$ cat src/rtl/morse_pkg.sv
// Shared types, timing constants and digit helpers for the Morse digit player.
package morse_pkg;

  typedef enum logic [2:0] {
    ST_IDLE,
    ST_MARK,
    ST_GAP,
    ST_CHARGAP,
    ST_FINISH
  } state_t;

  localparam int unsigned DOT_UNITS     = 1;
  localparam int unsigned DASH_UNITS    = 3;
  localparam int unsigned GAP_UNITS     = 1;
  localparam int unsigned CHARGAP_UNITS = 3;
  localparam int unsigned ELEMS         = 5;
  localparam int unsigned NIBS          = 8;

  // Element pattern of one character: bit 4 is sent first, 1 = dash.
  typedef struct packed {
    logic       valid;
    logic [4:0] pat;
  } pattern_t;

  // Result of searching the buffer for the next playable nibble.
  typedef struct packed {
    logic       found;
    logic [2:0] idx;
    logic       bad;
  } scan_t;

  // Map a keypad nibble code to its Morse element pattern.
  function automatic pattern_t digit_pattern(input logic [3:0] nib);
    pattern_t p;
    p.valid = 1'b1;
    p.pat   = 5'b00000;
    case (nib)
      4'h1, 4'h2, 4'h3, 4'h4, 4'h5: p.pat = 5'b11111 >> nib;
      4'h6, 4'h7, 4'h8, 4'h9:       p.pat = ~(5'b11111 >> (nib - 4'd5));
      4'hA:                         p.pat = 5'b11111;
      default:                      p.valid = 1'b0;
    endcase
    return p;
  endfunction

  // Search nibbles first..0 for the highest playable one; flag invalid codes passed over.
  function automatic scan_t find_next(input logic [31:0] buf_i, input int first);
    scan_t      s;
    logic [3:0] nib;
    s = '0;
    for (int i = int'(NIBS) - 1; i >= 0; i--) begin
      nib = buf_i[4*i +: 4];
      if (i <= first && !s.found) begin
        if (digit_pattern(nib).valid) begin
          s.found = 1'b1;
          s.idx   = 3'(i);
        end else if (nib != 4'h0) begin
          s.bad = 1'b1;
        end
      end
    end
    return s;
  endfunction

endpackage

$ cat src/rtl/morse_unit_timer.sv
// Interval timer: after a load of N units, pulses expiry in the N*UNIT_CYCLES-th cycle.
module morse_unit_timer #(
  parameter int unsigned UNIT_CYCLES = 10_000_000
) (
  input  logic       clk,
  input  logic       rst,
  input  logic       i_clr,
  input  logic       i_load,
  input  logic [1:0] i_units,
  output logic       o_expire_c
);

  localparam int unsigned CW = $clog2(3 * UNIT_CYCLES);

  logic [CW-1:0] r_cnt;
  logic [CW-1:0] r_target;
  logic          r_active;

  assign o_expire_c = r_active && (r_cnt == r_target);

  // Count from 0 up to the loaded terminal value, then go inactive unless reloaded.
  always_ff @(posedge clk or posedge rst) begin
    if (rst) begin
      r_cnt    <= '0;
      r_target <= '0;
      r_active <= 1'b0;
    end else if (i_clr) begin
      r_cnt    <= '0;
      r_target <= '0;
      r_active <= 1'b0;
    end else if (i_load) begin
      r_cnt    <= '0;
      r_target <= CW'(32'(i_units) * UNIT_CYCLES - 32'd1);
      r_active <= 1'b1;
    end else if (r_active) begin
      if (o_expire_c) r_active <= 1'b0;
      else            r_cnt    <= r_cnt + CW'(1);
    end
  end

endmodule

$ cat src/rtl/morse_digit_player.sv
// Plays the snapshotted keypad buffer, oldest digit first, as Morse code on tone.
module morse_digit_player
  import morse_pkg::*;
#(
  parameter int unsigned UNIT_CYCLES = 10_000_000
) (
  input  logic        clk,
  input  logic        rst,
  input  logic        isAble,
  input  logic        start,
  input  logic        abort,
  input  logic [31:0] digits,
  output logic        tone,
  output logic        busy,
  output logic        done,
  output logic [3:0]  cur_digit,
  output logic        bad_digit
);

  state_t      r_state, w_nxt_state;
  logic [31:0] r_snap, w_nxt_snap;
  logic [2:0]  r_nib, w_nxt_nib;
  logic [2:0]  r_elem, w_nxt_elem;
  logic [4:0]  r_pat, w_nxt_pat;
  logic [3:0]  r_chr, w_nxt_chr;
  logic        r_bad, w_nxt_bad;

  logic        w_clr;
  logic        w_load;
  logic [1:0]  w_units;
  logic        w_expire;
  logic        w_playing;
  scan_t       w_scan_start, w_scan_next;
  logic [3:0]  w_start_nib, w_cur_nib;
  pattern_t    w_start_pat, w_next_pat;

  assign w_clr        = abort || !isAble;
  assign w_playing    = (r_state == ST_MARK) || (r_state == ST_GAP) || (r_state == ST_CHARGAP);
  assign w_scan_start = find_next(digits, int'(NIBS) - 1);
  assign w_scan_next  = find_next(r_snap, int'(r_nib) - 1);
  assign w_start_nib  = digits[{w_scan_start.idx, 2'b00} +: 4];
  assign w_start_pat  = digit_pattern(w_start_nib);
  assign w_next_pat   = digit_pattern(r_snap[{w_scan_next.idx, 2'b00} +: 4]);
  assign w_cur_nib    = r_snap[{r_nib, 2'b00} +: 4];
  assign bad_digit    = r_bad;

  morse_unit_timer #(
    .UNIT_CYCLES(UNIT_CYCLES)
  ) u_timer (
    .clk       (clk),
    .rst       (rst),
    .i_clr     (w_clr),
    .i_load    (w_load),
    .i_units   (w_units),
    .o_expire_c(w_expire)
  );

  // State and playback context registers.
  always_ff @(posedge clk or posedge rst) begin
    if (rst) begin
      r_state <= ST_IDLE;
      r_snap  <= '0;
      r_nib   <= '0;
      r_elem  <= '0;
      r_pat   <= '0;
      r_chr   <= '0;
      r_bad   <= 1'b0;
    end else begin
      r_state <= w_nxt_state;
      r_snap  <= w_nxt_snap;
      r_nib   <= w_nxt_nib;
      r_elem  <= w_nxt_elem;
      r_pat   <= w_nxt_pat;
      r_chr   <= w_nxt_chr;
      r_bad   <= w_nxt_bad;
    end
  end

  // Next-state logic; the timer is reloaded on every entry into a timed state.
  always_comb begin
    w_nxt_state = r_state;
    w_nxt_snap  = r_snap;
    w_nxt_nib   = r_nib;
    w_nxt_elem  = r_elem;
    w_nxt_pat   = r_pat;
    w_nxt_chr   = r_chr;
    w_nxt_bad   = r_bad;
    w_load      = 1'b0;
    w_units     = 2'(DOT_UNITS);
    unique case (r_state)
      ST_IDLE: begin
        if (start) begin
          w_nxt_snap = digits;
          w_nxt_bad  = w_scan_start.bad;
          if (w_scan_start.found && w_start_pat.valid) begin
            w_nxt_state = ST_MARK;
            w_nxt_nib   = w_scan_start.idx;
            w_nxt_elem  = '0;
            w_nxt_pat   = w_start_pat.pat;
            w_nxt_chr   = w_start_nib;
            w_load      = 1'b1;
            w_units     = w_start_pat.pat[4] ? 2'(DASH_UNITS) : 2'(DOT_UNITS);
          end else begin
            w_nxt_state = ST_FINISH;
          end
        end
      end
      ST_MARK: begin
        if (w_expire) begin
          if (r_elem != 3'(ELEMS - 1)) begin
            w_nxt_state = ST_GAP;
            w_nxt_elem  = r_elem + 3'd1;
            w_load      = 1'b1;
            w_units     = 2'(GAP_UNITS);
          end else begin
            w_nxt_bad = r_bad | w_scan_next.bad;
            if (w_scan_next.found && w_next_pat.valid) begin
              w_nxt_state = ST_CHARGAP;
              w_nxt_nib   = w_scan_next.idx;
              w_nxt_pat   = w_next_pat.pat;
              w_load      = 1'b1;
              w_units     = 2'(CHARGAP_UNITS);
            end else begin
              w_nxt_state = ST_FINISH;
            end
          end
        end
      end
      ST_GAP: begin
        if (w_expire) begin
          w_nxt_state = ST_MARK;
          w_load      = 1'b1;
          w_units     = r_pat[3'd4 - r_elem] ? 2'(DASH_UNITS) : 2'(DOT_UNITS);
        end
      end
      ST_CHARGAP: begin
        if (w_expire) begin
          w_nxt_state = ST_MARK;
          w_nxt_elem  = '0;
          w_nxt_chr   = w_cur_nib;
          w_load      = 1'b1;
          w_units     = r_pat[4] ? 2'(DASH_UNITS) : 2'(DOT_UNITS);
        end
      end
      ST_FINISH: w_nxt_state = ST_IDLE;
      default:   w_nxt_state = ST_IDLE;
    endcase
    if (w_clr) begin
      w_nxt_state = ST_IDLE;
      w_load      = 1'b0;
      w_nxt_bad   = isAble ? r_bad : 1'b0;
    end
  end

  // Registered outputs follow the state one cycle later; a clear drops them immediately.
  always_ff @(posedge clk or posedge rst) begin
    if (rst) begin
      tone      <= 1'b0;
      busy      <= 1'b0;
      done      <= 1'b0;
      cur_digit <= 4'h0;
    end else if (w_clr) begin
      tone      <= 1'b0;
      busy      <= 1'b0;
      done      <= 1'b0;
      cur_digit <= 4'h0;
    end else begin
      tone      <= (r_state == ST_MARK);
      busy      <= w_playing;
      done      <= (r_state == ST_FINISH);
      cur_digit <= w_playing ? r_chr : 4'h0;
    end
  end

endmodule

$ cat config.mk
export PLATFORM = sky130hd
export DESIGN_NAME = morse_digit_player
export DESIGN_NICKNAME = d
export VERILOG_FILES = /design/src/rtl/morse_pkg.sv /design/src/rtl/morse_unit_timer.sv /design/src/rtl/morse_digit_player.sv
export SDC_FILE = /design/constraint.sdc
export NUM_CORES = 1
export LEC_CHECK = 0
export ABC_AREA = 1
export CAP_MARGIN = 20
export CELL_PAD_IN_SITES_DETAIL_PLACEMENT = 1
export CELL_PAD_IN_SITES_GLOBAL_PLACEMENT = 2
export CORE_MARGIN = 2
export CORE_UTILIZATION = 34
export CTS_CLUSTER_DIAMETER = 30
export DETAILED_ROUTE_END_ITERATION = 10
export DONT_BUFFER_PORTS = 1
export HOLD_SLACK_MARGIN = 0.15
export PLACE_DENSITY_LB_ADDON = 0.1
export SLEW_MARGIN = 0
export SYNTH_ARGS = -nofsm -noshare
export SYNTH_HDL_FRONTEND = slang
export SYNTH_SLANG_ARGS = --single-unit
export TNS_END_PERCENT = 30
$ cat constraint.sdc
create_clock -name clk -period 4.9 [get_ports clk]
set_input_delay 0.49 -clock clk [delete_from_list [all_inputs] [get_ports clk]]
set_output_delay 0.49 -clock clk [all_outputs]
set_load 0.03 [all_outputs]
==> results of run 1 <==
[cells in the final DEF (no fill, tap or decap), drive strengths merged, types with 2 or more instances in the layout]
| cell | synthesis | final |
|---|---|---|
| o211ai | 8 | 8 |
| clkinvlp | 0 | 2 |
| a211oi | 3 | 3 |
| dfrtp | 87 | 87 |
| nor4 | 2 | 2 |
| buf | 13 | 15 |
| o41ai | 2 | 2 |
| o21ai | 109 | 109 |
| nand2 | 261 | 262 |
| o22ai | 3 | 3 |
| a21oi | 51 | 51 |
| nor2 | 107 | 107 |
| o311ai | 2 | 2 |
| nand3 | 106 | 106 |
| xnor2 | 10 | 10 |
| nand4 | 16 | 16 |
| a221oi | 3 | 3 |
| xor2 | 15 | 15 |
| clkbuf | 14 | 10 |
| ha | 20 | 20 |
| o2111ai | 2 | 2 |
| clkinv | 2 | 3 |
| a21boi | 4 | 4 |
| o31ai | 4 | 4 |
| or2 | 2 | 2 |
| nor3 | 20 | 20 |
| inv | 142 | 145 |
[flip-flops by register name, summed over array words and instances (netlist names)]
register	count
r_elem	3
u_timer.r_cnt	25
cur_digit	4
r_chr	4
tone	1
done	1
r_snap	32
r_nib	3
u_timer.r_active	1
busy	1
bad_digit	1
r_pat	5
u_timer.r_target	3
r_state	3
[cell type report]
type / count / area [um^2] / area share (%)
repair buffers: 16 / 148 / 1.92
multi-input cells: 761 / 4200 / 54.6
flip-flops and latches: 87 / 2180 / 28.3
inverters: 144 / 548 / 7.11
clock buffers: 10 / 239 / 3.10
well taps: 270 / 338 / 4.38
clock inverters: 6 / 50.0 / 0.650
[per-stage QoR]
| step | hold slack (ns) | util (%) | setup slack, ns |
|---|---|---|---|
| finish | 0.317 | 37.8 | 0.339 |
| global route | 0.317 | 37.8 | 0.00800 |
| CTS | 0.306 | 37.5 | 0.112 |
| detailed placement | 0.475 | 36.0 | 0.138 |
| global placement | 0.466 | 36.0 | 0.169 |
| floorplan | 0.444 | - | 0.0877 |
[final timing paths]
path / slack [ns] / to / cells after the start / from
worst min register to register: 0.49 / r_pat[1] / 2 / r_pat[1]
worst min-delay path: 0.32 / r_snap[1] / 2 / digits[1]
worst max register to register: 0.34 / u_timer.r_cnt[0] / 34 / r_nib[0]
min in group asynchronous: 0.68 / u_timer.r_cnt[2] / 2 / rst
max in group asynchronous: 3.10 / r_nib[0] / 3 / rst
worst max-delay path: 0.34 / u_timer.r_cnt[0] / 34 / r_nib[0]
[cells in the mapped netlist (all sizes together), types with 8 or more instances]
library cell / count
a21oi: 51
buf: 13
clkbuf: 14
dfrtp: 87
ha: 20
inv: 142
nand2: 261
nand3: 106
nand4: 16
nor2: 107
nor3: 20
o211ai: 8
o21ai: 109
xnor2: 10
xor2: 15
[timing repair]
item	CTS	global route
gates resized for setup	0	7
setup endpoints to repair	0	38
hold endpoints to repair	38	0
setup buffers	0	1
hold buffers	1	0
[kinds of logic (layout without fill, tap and decap cells)]
kind of cell / after synthesis / after routing
flip-flops: 87 / 87
adder cells (fa/ha/maj): 20 / 20
XOR/XNOR: 25 / 25
AND/OR/NAND/NOR: 518 / 519
multiplexers: 1 / 1
buffers and inverters: 171 / 176
AO/OA/AOI/OAI: 196 / 196
[per-layer routing]
| metal | up-vias | part of all wire (%) |
|---|---|---|
| met5 | - | 0 |
| met4 | 0 | 0.96 |
| met3 | 14 | 2.9 |
| met2 | 84 | 44 |
| met1 | 3190 | 52 |
| li1 | 3347 | - |
==> results.json, run 1 <==
{
  "routed_wirelength_um": 23600,
  "relSlewSlack_pct": 47.0,
  "cts_buffers": 9,
  "clock_skew_ns": 0.0151,
  "drt_iter0_markers": 386,
  "areaGrowthSynthToFinish_pct": 8.82,
  "first_pass_iters": 5,
  "use_met1_pct": 33.3,
  "yosys_warnings": 0,
  "finalSetupViolCount": 0,
  "wl_per_cell_um": 18.2,
  "slowest_stage": "dfrtp_2",
  "setup-tns-final_ns": 0,
  "use_met2_pct": 34.8,
  "ys_seq_elements": 87,
  "path_clk_slew_ns": 0.08,
  "yosys-top-cells-area": "dfrtp_1, nand2_1, inv_1, o21ai_0, nand3_1",
  "max_freq_mhz": 219,
  "grt_max_degree": 65,
  "busiest_layer": "met2",
  "hold_class": "in -> reg",
  "instances_no_fill": 1294,
  "synth_area_leader_cell": "dfrtp_1",
  "synth_mux_area_share_pct": 0.141,
  "hpwl_um": 18300,
  "synth_top_family_by_area": "simple AND/OR/NAND/NOR gates",
  "fillers": 2616,
  "synthXorXnorAreaFrac_pct": 3.09,
  "rsz0062_at_grt": "false",
  "placed_area_um2": 7330,
  "htree_num_levels": 3,
  "post-route-drc-count": 0,
  "synthArstFlopShare_pct": 100,
  "die_x_um": 148,
  "synth_fa_ha_area_share_pct": 3.53,
  "syn_avg_cell_area_um2": 6.96,
  "grt_pass1_vias": 6732,
  "pin_count": 45,
  "crit_family": "simple AND/OR/NAND/NOR gates",
  "dp_cells": 1274,
  "min_period_over_period_pct": 93.1,
  "hold_violations": 0,
  "crit_fanout": 25,
  "diodes": 0,
  "finalNetCount": 1076,
  "status": "complete, no violations",
  "gp_congestion": 0.864,
  "design.core.area_um2": 20400,
  "clk_path_buf_depth": 2,
  "slew_viol_final": 0,
  "num_vias": 6635,
  "portBuffers": 0,
  "grt_pass1_wl_um": 38200,
  "critPathRequiredTime_ns": 5.19,
  "globalRouteOverflowTotal": 0,
  "synth_edf_count": 0,
  "synth_top_area_share_pct": 30.7,
  "worst_setup_path_end_kind": "flop",
  "synth_compound_area_share_pct": 15.9,
  "fin_area_um2": 7700,
  "yosysSeqAreaShare_pct": 30.7,
  "numClockSinks": 87,
  "synthDistinctLibCells": 56,
  "cts_tree": "yes",
  "dieArea_um2": 22000,
  "grt_util_all_layers_pct": 22.4,
  "start_util_pct": 34.8,
  "clk_root_buffer_cell": "clkbuf_16",
  "startpoint_type": "flop",
  "ant_nets": 0,
  "synth_fp_nets": 1075,
  "synthCells": 1018,
  "synthSimpleGateAreaFrac_pct": 36.1,
  "use_met3_pct": 3.01,
  "antenna_found_initial": 0,
  "syn_area_um2": 7080,
  "cap_violations": 0,
  "clk_latency_ns": 0.36,
  "via_per_inst": 5.13,
  "cpPeakStageDelay_ns": 0.44,
  "post-route-min-period_ns": 4.56,
  "worst_slew_pin_slew_ns": 0.785,
  "crit_arrival_ns": 4.85,
  "ys.flop_type": "dfrtp_1",
  "drive_above_1_share_pct": 12.0,
  "die_h_um": 148,
  "crit_buf_inv": 6,
  "cpMostUsedCell": "nand2_2",
  "rows": 52,
  "path_class": "reg -> reg"
}
Power of run 1 is not shown: default switching activity piles up to over one toggle a cycle in this logic, so the estimate is an artifact.
==> inputs of run 2 (changes only) <==
--- a/config.mk
+++ b/config.mk
@@ -10,10 +10,11 @@
 export CELL_PAD_IN_SITES_DETAIL_PLACEMENT = 1
 export CELL_PAD_IN_SITES_GLOBAL_PLACEMENT = 2
 export CORE_MARGIN = 2
-export CORE_UTILIZATION = 34
+export CORE_UTILIZATION = 37
 export CTS_CLUSTER_DIAMETER = 30
 export DETAILED_ROUTE_END_ITERATION = 10
 export DONT_BUFFER_PORTS = 1
+export GPL_TIMING_DRIVEN = 0
 export HOLD_SLACK_MARGIN = 0.15
 export PLACE_DENSITY_LB_ADDON = 0.1
 export SLEW_MARGIN = 0
==> constraint.sdc (replaced) <==
create_clock -name clk -period 4.5 [get_ports clk]
set_input_delay 0.45 -clock clk [delete_from_list [all_inputs] [get_ports clk]]
set_output_delay 0.45 -clock clk [all_outputs]
set_load 0.03 [all_outputs]
==> run 2 against run 1 <==
Effect of this change:
- sequential share of layout area shrank 2.8 points
- via count up 5.3%
- the flow now finishes with violations (negative setup slack)
- design area increased by 11%
- register-to-register slack got worse by 0.45 ns
- die area shrank 7.9%
- first-iteration DRC count fell by 6.7%
- wire length up 0.91%
- global-route usage is 1.5 points higher
- critical endpoint is now u_timer.r_cnt[8]
- maximum frequency down 1.2%
- highest routed layer unchanged
- final cell count rose by 2.2%
- critical path type unchanged
==> results.json, run 2 (synthesis gave the netlist of run 1 again) <==
{
  "violations": "negative setup slack",
  "rows": 50,
  "antenna_found_initial": 0,
  "numClockSinks": 87,
  "grt_pass1_wl_um": 37800,
  "holdPathEnd": "r_snap[5]",
  "areaGrowthSynthToFinish_pct": 20.9,
  "globalRouteOverflowTotal": 0,
  "final_common_cell": "nand2_1",
  "num_vias": 6984,
  "multi_input_area_um2": 4470,
  "clk_latency_ns": 0.36,
  "relSlewSlack_pct": 44.6,
  "fin_ws_ns": -0.116,
  "slowest_stage": "dfrtp_1",
  "first_pass_iters": 4,
  "clock_skew_ns": 0.0125,
  "hold_class": "in -> reg",
  "crit_family": "simple AND/OR/NAND/NOR gates",
  "via_per_inst": 5.28,
  "clk_path_buf_depth": 2,
  "finalNetCount": 1141,
  "critPathRequiredTime_ns": 4.78,
  "diodes": 0,
  "routed_wirelength_um": 23800,
  "crit_fanout": 6,
  "grt_max_degree": 55,
  "dieArea_um2": 20300,
  "largest_register_ffs": 32,
  "startpoint_type": "flop",
  "die_h_um": 142,
  "cpMostUsedCell": "nand2_2",
  "htree_num_levels": 3,
  "regMostFlops": "r_snap",
  "fillers": 2392,
  "gp_congestion": 0.813,
  "pin_count": 45,
  "cts_buffers": 9,
  "drive_above_1_share_pct": 20.4,
  "reg.largest.list": "r_snap: 32 flops, u_timer.r_cnt: 25 flops, r_pat: 5 flops",
  "r2r-start": "r_nib[0]",
  "portBuffers": 0,
  "start_util_pct": 37.7,
  "holdWs_ns": 0.269,
  "ant_nets": 0,
  "clk_root_buffer_cell": "clkbuf_16",
  "worst_setup_path_end_kind": "flop",
  "grt_util_all_layers_pct": 23.9,
  "max_freq_mhz": 217,
  "cp.depth": 39,
  "rsz0062_at_grt": "true",
  "path_class": "reg -> reg",
  "cts_tree": "yes",
  "slew_viol_final": 0,
  "design.core.area_um2": 18800,
  "ff_latch_area_um2": 2180,
  "instances_no_fill": 1323,
  "die_x_um": 142,
  "final_cell_mix": "nand2_1, inv_1, nand3_1",
  "hold_violations": 0,
  "post-route-min-period_ns": 4.62,
  "r2r_end": "u_timer.r_cnt[8]",
  "finalSetupViolCount": 21,
  "drt_iter0_markers": 360,
  "reg2reg_depth": 39,
  "whs_path_depth": 2,
  "wl_per_cell_um": 18.0,
  "status": "complete, but fails checks",
  "r2r_slack_ns": -0.12,
  "dp_slack_ns": -0.939,
  "cpPeakStageDelay_ns": 0.38,
  "worst_slew_pin_slew_ns": 0.810,
  "grt_pass1_vias": 7153,
  "min_period_over_period_pct": 103,
  "crit_arrival_ns": 4.90,
  "setup-tns-final_ns": -2.00,
  "path_clk_slew_ns": 0.07,
  "hpwl_um": 18200,
  "crit_buf_inv": 11,
  "min-delay-start": "digits[5]",
  "post-route-drc-count": 0,
  "cap_violations": 0,
  "dp_cells": 1253
}
## run 2: area by class of cell
class | instances | area share [%]
inverter | 144 | 6.52
clock inverter | 6 | 0.877
buffer | 26 | 2.73
clock buffer | 10 | 2.67
tap | 234 | 3.42
timing repair buffer | 56 | 6.15
sequential | 87 | 25.4
multi-input combinational | 760 | 52.2
## run 2: metal layers
metal  track usage, %  routed length [um]  vias up
met4             4.79                 308        0
met3             2.96                 612       19
met1             33.4               11600     3409
met5                0                   0        -
met2             40.0               11200       80
li1                 -                   -     3476
## run 2: worst max-delay path by stage
| stage | to | slack (ns) | start |
|---|---|---|---|
| finish | u_timer.r_cnt[8] | -0.12 | r_nib[0] |
| global route | u_timer.r_cnt[8] | -0.35 | r_nib[0] |
| CTS | r_pat[2] | -0.12 | r_nib[0] |
| detailed placement | u_timer.r_cnt[16] | -0.94 | r_nib[1] |
| global placement | u_timer.r_cnt[2] | -0.91 | r_nib[1] |
| floorplan | u_timer.r_cnt[1] | 0.002 | r_nib[0] |
## run 2: what timing repair did
item                                    in CTS  in global routing
endpoints found under the setup margin      44                 47
cloned                                       2                  0
endpoints found under the hold margin       33                  0
hold buffers                                 1                  0
resized for setup                           58                 38
pin swaps                                   14                 25
buffers inserted                            42                 10
## run 2: metrics by stage
| step | instance area (um^2) | utilization (%) |
|---|---|---|
| floorplan | 7110 | - |
| global placement | 7410 | 39.5 |
| detailed placement | 7440 | 39.6 |
| CTS | 8370 | 44.6 |
| global route | 8560 | 45.6 |
| finish | 8560 | 45.6 |
Power of run 2 is left out for the same reason.
